--- config.mk ---
export PLATFORM = sky130hd
export DESIGN_NAME = fcf_readout_arbiter
export DESIGN_NICKNAME = d
export VERILOG_FILES = /design/src/rtl/fcf_readout_arbiter.sv
export SDC_FILE = /design/constraint.sdc
export NUM_CORES = 1
export LEC_CHECK = 0
export BUFFER_PORTS_ARGS = -buffer_cell sky130_fd_sc_hd__buf_2
export CAP_MARGIN = 20
export CORE_ASPECT_RATIO = 1.1
export CORE_MARGIN = 2
export CORE_UTILIZATION = 30
export DETAILED_ROUTE_END_ITERATION = 16
export SYNTH_ARGS = -nofsm -noshare
export SYNTH_HDL_FRONTEND = slang
export SYNTH_SLANG_ARGS = --single-unit
export TNS_END_PERCENT = 100
--- constraint.sdc ---
create_clock -name BCclk -period 4.5 [get_ports BCclk]
set_input_delay 0.9 -clock BCclk [delete_from_list [all_inputs] [get_ports BCclk]]
set_output_delay 0.9 -clock BCclk [all_outputs]
set_load 0.01 [all_outputs]
--- src/rtl/fcf_readout_arbiter.sv ---
// fcf_readout_arbiter: round-robin readout of two cluster-finder word
// sources into one 32-bit serializer port, with per-source FIFOs.
//
// Ports:
//   BCclk, reset_n        clock, async active-low reset
//   control[1:0]          per-source write enable (bit i = source i)
//   din0/dataV0           source 0 word and valid
//   din1/dataV1           source 1 word and valid
//   ser_ready             serializer accepts the presented word
//   to_serial/dataV       registered word and valid toward serializer
//   enable                serializer enable (state != IDLE)
//   ovf0/ovf1, ovf_clr    sticky drop flags and their clear
//   fill0/fill1           FIFO occupancy
module fcf_readout_arbiter #(
    parameter int DEPTH = 4,
    localparam int AW = (DEPTH > 1) ? $clog2(DEPTH) : 1,
    localparam int FW = AW + 1
) (
    input  logic          BCclk,
    input  logic          reset_n,
    input  logic [1:0]    control,
    input  logic [31:0]   din0,
    input  logic          dataV0,
    input  logic [31:0]   din1,
    input  logic          dataV1,
    input  logic          ser_ready,
    input  logic          ovf_clr,
    output logic [31:0]   to_serial,
    output logic          dataV,
    output logic          enable,
    output logic          ovf0,
    output logic          ovf1,
    output logic [FW-1:0] fill0,
    output logic [FW-1:0] fill1
);

    typedef enum logic [1:0] {
        ST_IDLE  = 2'd0,
        ST_RUN   = 2'd1,
        ST_DRAIN = 2'd2
    } state_t;

    state_t        r_state;
    logic          r_enable;
    logic [31:0]   r_mem [2][DEPTH];
    logic [AW-1:0] r_wp [2];
    logic [AW-1:0] r_rp [2];
    logic [FW-1:0] r_fill [2];
    logic [1:0]    r_ovf;
    logic [31:0]   r_to_serial;
    logic          r_dv;
    logic          r_last;

    logic [1:0]    w_vin;
    logic [31:0]   w_din [2];
    logic [1:0]    w_full;
    logic [1:0]    w_empty;
    logic [1:0]    w_wr;
    logic [1:0]    w_drop;
    logic [1:0]    w_rd;
    logic          w_load;
    logic          w_sel;

    assign w_vin    = {dataV1, dataV0};
    assign w_din[0] = din0;
    assign w_din[1] = din1;

    // Full/empty come from start-of-cycle occupancy, so a write into a
    // full FIFO is dropped even when that FIFO is read this cycle.
    always_comb begin
        w_full  = '0;
        w_empty = '0;
        w_wr    = '0;
        w_drop  = '0;
        for (int i = 0; i < 2; i++) begin
            w_full[i]  = (r_fill[i] == FW'(DEPTH));
            w_empty[i] = (r_fill[i] == '0);
            w_wr[i]    = w_vin[i] & control[i] & ~w_full[i];
            w_drop[i]  = w_vin[i] & control[i] & w_full[i];
        end
    end

    // Arbitration ignores control so buffered words always drain.
    assign w_load = (r_state != ST_IDLE) && (!r_dv || ser_ready)
                    && (w_empty != 2'b11);
    assign w_sel  = (w_empty == 2'b00) ? ~r_last : w_empty[0];
    assign w_rd   = w_load ? (w_sel ? 2'b10 : 2'b01) : 2'b00;

    always_ff @(posedge BCclk) begin
        for (int i = 0; i < 2; i++) begin
            if (w_wr[i]) r_mem[i][r_wp[i]] <= w_din[i];
        end
    end

    always_ff @(posedge BCclk or negedge reset_n) begin
        if (!reset_n) begin
            for (int i = 0; i < 2; i++) begin
                r_wp[i]   <= '0;
                r_rp[i]   <= '0;
                r_fill[i] <= '0;
            end
            r_ovf <= '0;
        end else begin
            for (int i = 0; i < 2; i++) begin
                if (w_wr[i]) r_wp[i] <= r_wp[i] + AW'(1);
                if (w_rd[i]) r_rp[i] <= r_rp[i] + AW'(1);
                if (w_wr[i] && !w_rd[i])
                    r_fill[i] <= r_fill[i] + FW'(1);
                else if (!w_wr[i] && w_rd[i])
                    r_fill[i] <= r_fill[i] - FW'(1);
                // A new drop takes priority over a clear.
                if (w_drop[i])
                    r_ovf[i] <= 1'b1;
                else if (ovf_clr)
                    r_ovf[i] <= 1'b0;
            end
        end
    end

    always_ff @(posedge BCclk or negedge reset_n) begin
        if (!reset_n) begin
            r_to_serial <= '0;
            r_dv        <= 1'b0;
            r_last      <= 1'b1;
        end else if (w_load) begin
            r_to_serial <= r_mem[w_sel][r_rp[w_sel]];
            r_dv        <= 1'b1;
            r_last      <= w_sel;
        end else if (ser_ready) begin
            r_dv        <= 1'b0;
        end
    end

    always_ff @(posedge BCclk or negedge reset_n) begin
        if (!reset_n) begin
            r_state  <= ST_IDLE;
            r_enable <= 1'b0;
        end else begin
            unique case (r_state)
                ST_IDLE: begin
                    if (control != 2'b00) begin
                        r_state  <= ST_RUN;
                        r_enable <= 1'b1;
                    end
                end
                ST_RUN: begin
                    if (control == 2'b00) r_state <= ST_DRAIN;
                end
                ST_DRAIN: begin
                    if (control != 2'b00) begin
                        r_state <= ST_RUN;
                    end else if (w_empty == 2'b11 && !r_dv) begin
                        r_state  <= ST_IDLE;
                        r_enable <= 1'b0;
                    end
                end
                default: begin
                    r_state  <= ST_IDLE;
                    r_enable <= 1'b0;
                end
            endcase
        end
    end

    assign to_serial = r_to_serial;
    assign dataV     = r_dv;
    assign enable    = r_enable;
    assign ovf0      = r_ovf[0];
    assign ovf1      = r_ovf[1];
    assign fill0     = r_fill[0];
    assign fill1     = r_fill[1];

endmodule
**Word level (Yosys, flattened, before mapping)**

Memory sizes are Yosys's and may differ from the RTL's.
Index checks and enable logic that the tools add are counted.

- $add $sub $neg: 8
- $lt $le $gt $ge: 6
- Equal/unequal tests: 11
- Mux-type cells: 35
- Bitwise gates (word level): 14
- Reduce and logical (&&, ||, !) cells: 29

Operators with widths:

| cell | number |
|---|---|
| $mux 128 | 2 |
| $demux 32 s2 | 2 |
| $mux 32 | 4 |
| $bmux 32 s2 | 1 |
| $mux 2 | 9 |
| $reduce_bool 2->1 | 7 |
| $mux 3 | 4 |
| $mux 1 | 11 |
| $ne 2x2->1 const B | 5 |
| $ge 3x3->1 const B | 3 |
| $logic_and 1x1->1 | 9 |
| $not 2->3 | 3 |
| $add 2x1->2 const B | 4 |
| $add 3x1->3 const B | 2 |
| $and 1x1->1 | 6 |
| $eq 3x3->1 const B | 2 |
| $logic_not 2->1 | 3 |
| $logic_not 3->1 | 2 |
| $lt 3x1->1 const B | 2 |
| $pmux 2 s3 | 1 |
| $sub 3x1->3 const B | 2 |
| $logic_not 1->1 | 5 |
| $eq 2x2->1 const B | 2 |
| $not 1->1 | 4 |
| 8 further kinds | 8 |

- Register bits after elaboration: 53
- Bits in writable memories: 256
- Input bits: 72
- Output and inout bits: 42
- Word-level logic and storage cells: 117
- Memories: 1

Memory list:

| memory | words | bits a word | rd ports | clocked after memory_dff | write ports | RTL line | RTL |
|---|---|---|---|---|---|---|---|
| r_mem | 2 | 128 | 1 | 0 | 2 | 45 | `logic [31:0] r_mem [2][DEPTH];` |

**Logic depth before layout (Yosys ltp)**

- Depth after elaboration: 11
- Gate-level depth with buffers: 11
- Mapped depth without buffers: 9

**Worst setup path before layout**

OpenSTA, ideal clock, no wires.

- Path type: input to register
- From: in ser_ready
- To: reg r_fill, in the netlist fill0[1]
- Setup time: 0.125 ns
- Arrival time: 2.496 ns
- Setup slack: 1.880 ns
- Stages on the path: 8
- Path through: inv_1 -> a221oi_4 -> buf_4 -> nand2_1 -> ha_1 -> inv_1 -> fa_1 -> mux2_2

- Word-level cells in the longest chain between the ends: 7

Ends and longest elaborated chain:

| what | RTL line | RTL |
|---|---|---|
| start, declared | 26 | `input logic ser_ready,` |
| $logic_or 1x1->1 (*) | 84 | `assign w_load = (r_state != ST_IDLE) && (!r_dv \|\| ser_ready)` |
| $logic_and 1x1->1 (*) | 84 |  |
| $logic_and 1x1->1 (*) | 85 | `&& (w_empty != 2'b11);` |
| $mux 2 (*) | 87 | `assign w_rd = w_load ? (w_sel ? 2'b10 : 2'b01) : 2'b00;` |
| $logic_not 1->1 | 107 | `if (w_wr[i] && !w_rd[i])` |
| $logic_and 1x1->1 | 107 |  |
| $mux 3 / $reduce_bool 2->1 (equally long branches) | - |  |
| end signal, assigned by index | 108 | `r_fill[i] <= r_fill[i] + FW'(1);` |
| end signal, assigned by index | 110 | `r_fill[i] <= r_fill[i] - FW'(1);` |
| end, declared | 48 | `logic [FW-1:0] r_fill [2];` |

Every way passes the cells marked *; elsewhere a longest branch is shown, timed or not.
A chain may end at the register's enable or synchronous reset.

**Worst setup path after layout**

- From: reg r_fill, in the netlist fill1[0]
- To: reg r_fill, in the netlist fill1[1]

- Word-level cells in the longest chain between the ends: 8

Ends and longest elaborated chain:

| what | RTL line | RTL |
|---|---|---|
| $logic_not 3->1 | 77 | `w_empty[i] = (r_fill[i] == '0);` |
| $logic_not 2->1 | 86 | `assign w_sel = (w_empty == 2'b00) ? ~r_last : w_empty[0];` |
| $mux 1 | 86 |  |
| $mux 2 (2 in a row) | 87 |  |
| $logic_not 1->1 | 107 |  |
| $logic_and 1x1->1 | 107 |  |
| $mux 3 / $reduce_bool 2->1 (equally long branches) | - |  |

Parallel ways exist; a longest one is shown, timed or not. The select of a mux whose other input is x is not followed.

==> flow_results.org <==
** Synth
- Synth unique cells :: 35
- Syn. warnings :: 0
- Sequential area share after synthesis :: 75.7%
- In this run, synthesis inferred 256 flip-flops with an integrated enable.
- Each instance of the synthesized netlist takes up on average 20.5 sq um.
- Syn nets :: 664
- The cell area that synthesis handed to floorplanning was 11900 sq um.
- In the synthesized netlist the dominant register cell turns out to be sky130_fd_sc_hd__edfxtp_1.
- Synthesis inferred 309 register bits.
- Of all flip-flops after synthesis, the portion carrying an async set or reset was 17.2%.
- After technology mapping, the gate count stands at 580.

** Place
- Detailed-placement wirelength estimate :: 15.4 mm
- Worst slack, placed :: 1.44 ns
- Input/output buffers :: 113
- Final weighted congestion in routability-driven placement :: 0.659

** Global routing
- Vias in the first global route :: 5894
- Pin count of the biggest net entering global routing :: 54
- Initial antenna violation count :: 5
- Global routing finished with a remaining overflow of 0.
- In the global route stage, overall resource usage came out at 11.6%.
- The first global-routing pass estimated 36.2 mm of wire.

** Clock network
- Buffers inserted to repair hold after CTS numbered 0.
- CTS buffer count :: 31
- CTS built an H-tree with a depth of 1.
- CTS Buffer Depth :: 3
- Clock-pin slew was measured on the worst setup and hold paths at 0.06 ns.
- The tree is rooted in a sky130_fd_sc_hd__clkbuf_16.
- The tree built by TritonCTS fans out to 309 sinks.
- TritonCTS clock tree :: built
- In this run, post-CTS repair resized a total of 0 instances.
- Worst-Skew Late Latency :: 0.55 ns
- Post-CTS setup-driven buffer insertion count :: 0

** Timing
- At the pin with the least slew margin, the transition time is 0.937 ns.
- Setup total negative slack on the finished layout was measured at 0 ns.
- Hold is met by 0.427 ns.
- For this run, the top clock speed supported by timing is 391 MHz.
- Number of max-slew violations in the final report :: 0
- In the finished design, the share of the clock period the worst path needs comes to 56.8%.
- Final hold violation count :: 0
- Relative slew margins :: 37.5%
- Setup repair after global routing left no endpoint under its margin.
- Tmin final :: 2.56 ns
- Smallest setup slack after layout :: 1.94 ns
- Setup violations remaining at the end of the flow were counted as 0.
- The clock arrives with 0.00995 ns of skew.

** Cells and area
- Proportion of layout cells with a drive suffix above 1 :: 35.0%
- After the last flow step, the layout net total stands at 788.
- Synth-to-Final Area Change :: 17.7%
- Cells fill 35.8% of the core in the end.

** Min path
- Min-Delay Path Class :: in2async

** Critical path
- Endpoint required time on the critical path :: 4.93 ns
- The worst setup path is captured at a flop.
- The worst setup path is launched from a flop.
- Data on the critical path arrives at its endpoint at 2.99 ns.
- Setup Crit Path Kind :: reg2reg
- Maximum fanout encountered on the critical timing path :: 37

** Status
- The flow ran to the end, and the final reports show no timing, DRC or antenna violations.

** Power
- In this run the power density over the cells is 631 nW/um^2.
- Across the VDD grid, the largest voltage drop is 324 uV.
- Final total power :: 8.85 mW
- In this run the static leakage power is 4.84 nW.

** Die
- The initialized floorplan defines 76 standard-cell rows.
- The die is 213 microns tall.
- DIE AREA :: 41300 sq um
- Chip width :: 194 microns
- I/O pin count :: 114
- Placeable core area :: 39200 sq um
- The initial utilization of the core area, before any placement, comes to 30.4%.

** Drt
- Across all layers, the routed design uses 5532 vias.
- In this run the remaining antenna-violating nets after routing total 0.
- Routed WL :: 23.9 mm
- In the routed design, unresolved DRC markers number 0.
- Number of vias per cell :: 4.46
- For this block, the initial DRC count from the detailed router was 411.
- In the final routed layout, each cell accounts on average for 19.3 microns.
- Before antenna repair, the detailed router went through 4 iterations.

** Job
- Across the run, the number of max-cap violations was 0.
## layout by cell type (no fill, tap or decap), types with 5 or more instances in the layout
cell,n
sky130_fd_sc_hd__buf_4,6
sky130_fd_sc_hd__nor2_1,40
sky130_fd_sc_hd__dfrtp_1,48
sky130_fd_sc_hd__buf_2,112
sky130_fd_sc_hd__a21oi_2,6
sky130_fd_sc_hd__edfxtp_1,256
sky130_fd_sc_hd__ha_1,10
sky130_fd_sc_hd__clkbuf_1,10
sky130_fd_sc_hd__clkbuf_16,31
sky130_fd_sc_hd__mux4_2,64
sky130_fd_sc_hd__and2_2,8
sky130_fd_sc_hd__nand2_1,8
sky130_fd_sc_hd__clkinv_2,5
sky130_fd_sc_hd__a21oi_1,30
sky130_fd_sc_hd__mux2i_1,32
sky130_fd_sc_hd__inv_1,10
sky130_fd_sc_hd__xnor2_1,8
## Yosys cell counts (all sizes together), types with 2 or more instances
library cell / n / area [sq um]
xor2: 4 / 35.0
edfxtp: 256 / 7690
clkbuf: 8 / 30.0
buf: 19 / 174
ha: 10 / 125
and2: 8 / 50.1
a21oi: 36 / 203
o21a: 2 / 15.0
dfrtp: 52 / 1300
mux4: 64 / 1440
mux2: 2 / 22.5
nand2: 8 / 30.0
o22ai: 2 / 12.5
nor3: 2 / 26.3
inv: 10 / 37.5
mux2i: 32 / 320
xnor2: 8 / 70.1
o21ai: 4 / 23.8
nor2: 40 / 150
fa: 2 / 40.0
nand3: 3 / 15.0
## critical path, stage by stage, from the launching register on
cell and delay (ns):
sky130_fd_sc_hd__dfrtp_1 0.50, sky130_fd_sc_hd__nor3_4 0.12, sky130_fd_sc_hd__a221oi_4 0.30, sky130_fd_sc_hd__buf_4 0.41, sky130_fd_sc_hd__nand2_1 0.16, sky130_fd_sc_hd__ha_1 0.24, sky130_fd_sc_hd__inv_1 0.07, sky130_fd_sc_hd__fa_1 0.40
sky130_fd_sc_hd__mux2_2 0.26
## layout make-up
| cell class | instances | area [sq um] |
|---|---|---|
| clock inverters | 13 | 173 |
| diodes | 4 | 10.0 |
| repair buffers | 118 | 606 |
| fillers | 3701 | 25200 |
| clock buffers | 45 | 868 |
| inverters | 10 | 37.5 |
| well taps | 507 | 634 |
| flip-flops and latches | 309 | 9020 |
| multi-input cells | 234 | 2670 |
## cell families after synthesis
family / synth area share [%]
adder cells (fa/ha/maj): 1.39
multiplexers: 15.0
AO/OA/AOI/OAI: 2.55
buffers and inverters: 2.03
AND/OR/NAND/NOR: 2.49
XOR/XNOR: 0.882
flip-flops: 75.7
## power breakdown
| group | internal (mW) | total [mW] | switching, mW |
|---|---|---|---|
| registers | 3.59 | 4.04 | 0.450 |
| clock network | 1.56 | 2.60 | 1.04 |
| logic | 1.13 | 2.20 | 1.07 |
| total | 6.29 | 8.85 | 2.56 |
## state kept, by name (all words and copies together), names as in the netlist
register and flops:
dataV 1, fill0 3, r_rp 4, to_serial 32, r_last 1, fill1 3, r_ovf 2, r_state 2
enable 1, r_mem 256, r_wp 4
## path summary, 6_finish.rpt
check | startpoint | to | slack (ns) | cells past startpoint
worst max-delay path | fill1[0] | fill1[1] | 1.94 | 8
worst min-delay path | reset_n | r_wp[1] | 0.43 | 1
worst max register to register | fill1[0] | fill1[1] | 1.94 | 8
worst min register to register | to_serial[23] | to_serial[23] | 0.51 | 2
max in group asynchronous | reset_n | r_rp[2] | 3.54 | 1
min in group BCclk | to_serial[23] | to_serial[23] | 0.51 | 2
## through the flow
step	std cells	cell area (sq um)
after detailed placement	1178	13000
after floorplan	580	11900
after global routing	1236	14000
final	1240	14000
after global placement	1178	13000
after CTS	1236	14000
## routing by layer
layer / global-route usage [%] / vias to the layer above / wire length [microns]
met4: 2.64 / 2 / 428
li1: - / 2552 / -
met3: 2.34 / 32 / 1080
met5: 0 / - / 13
met1: 15.4 / 2832 / 10600
met2: 19.7 / 114 / 11800
(Power assumes the default switching activity.)
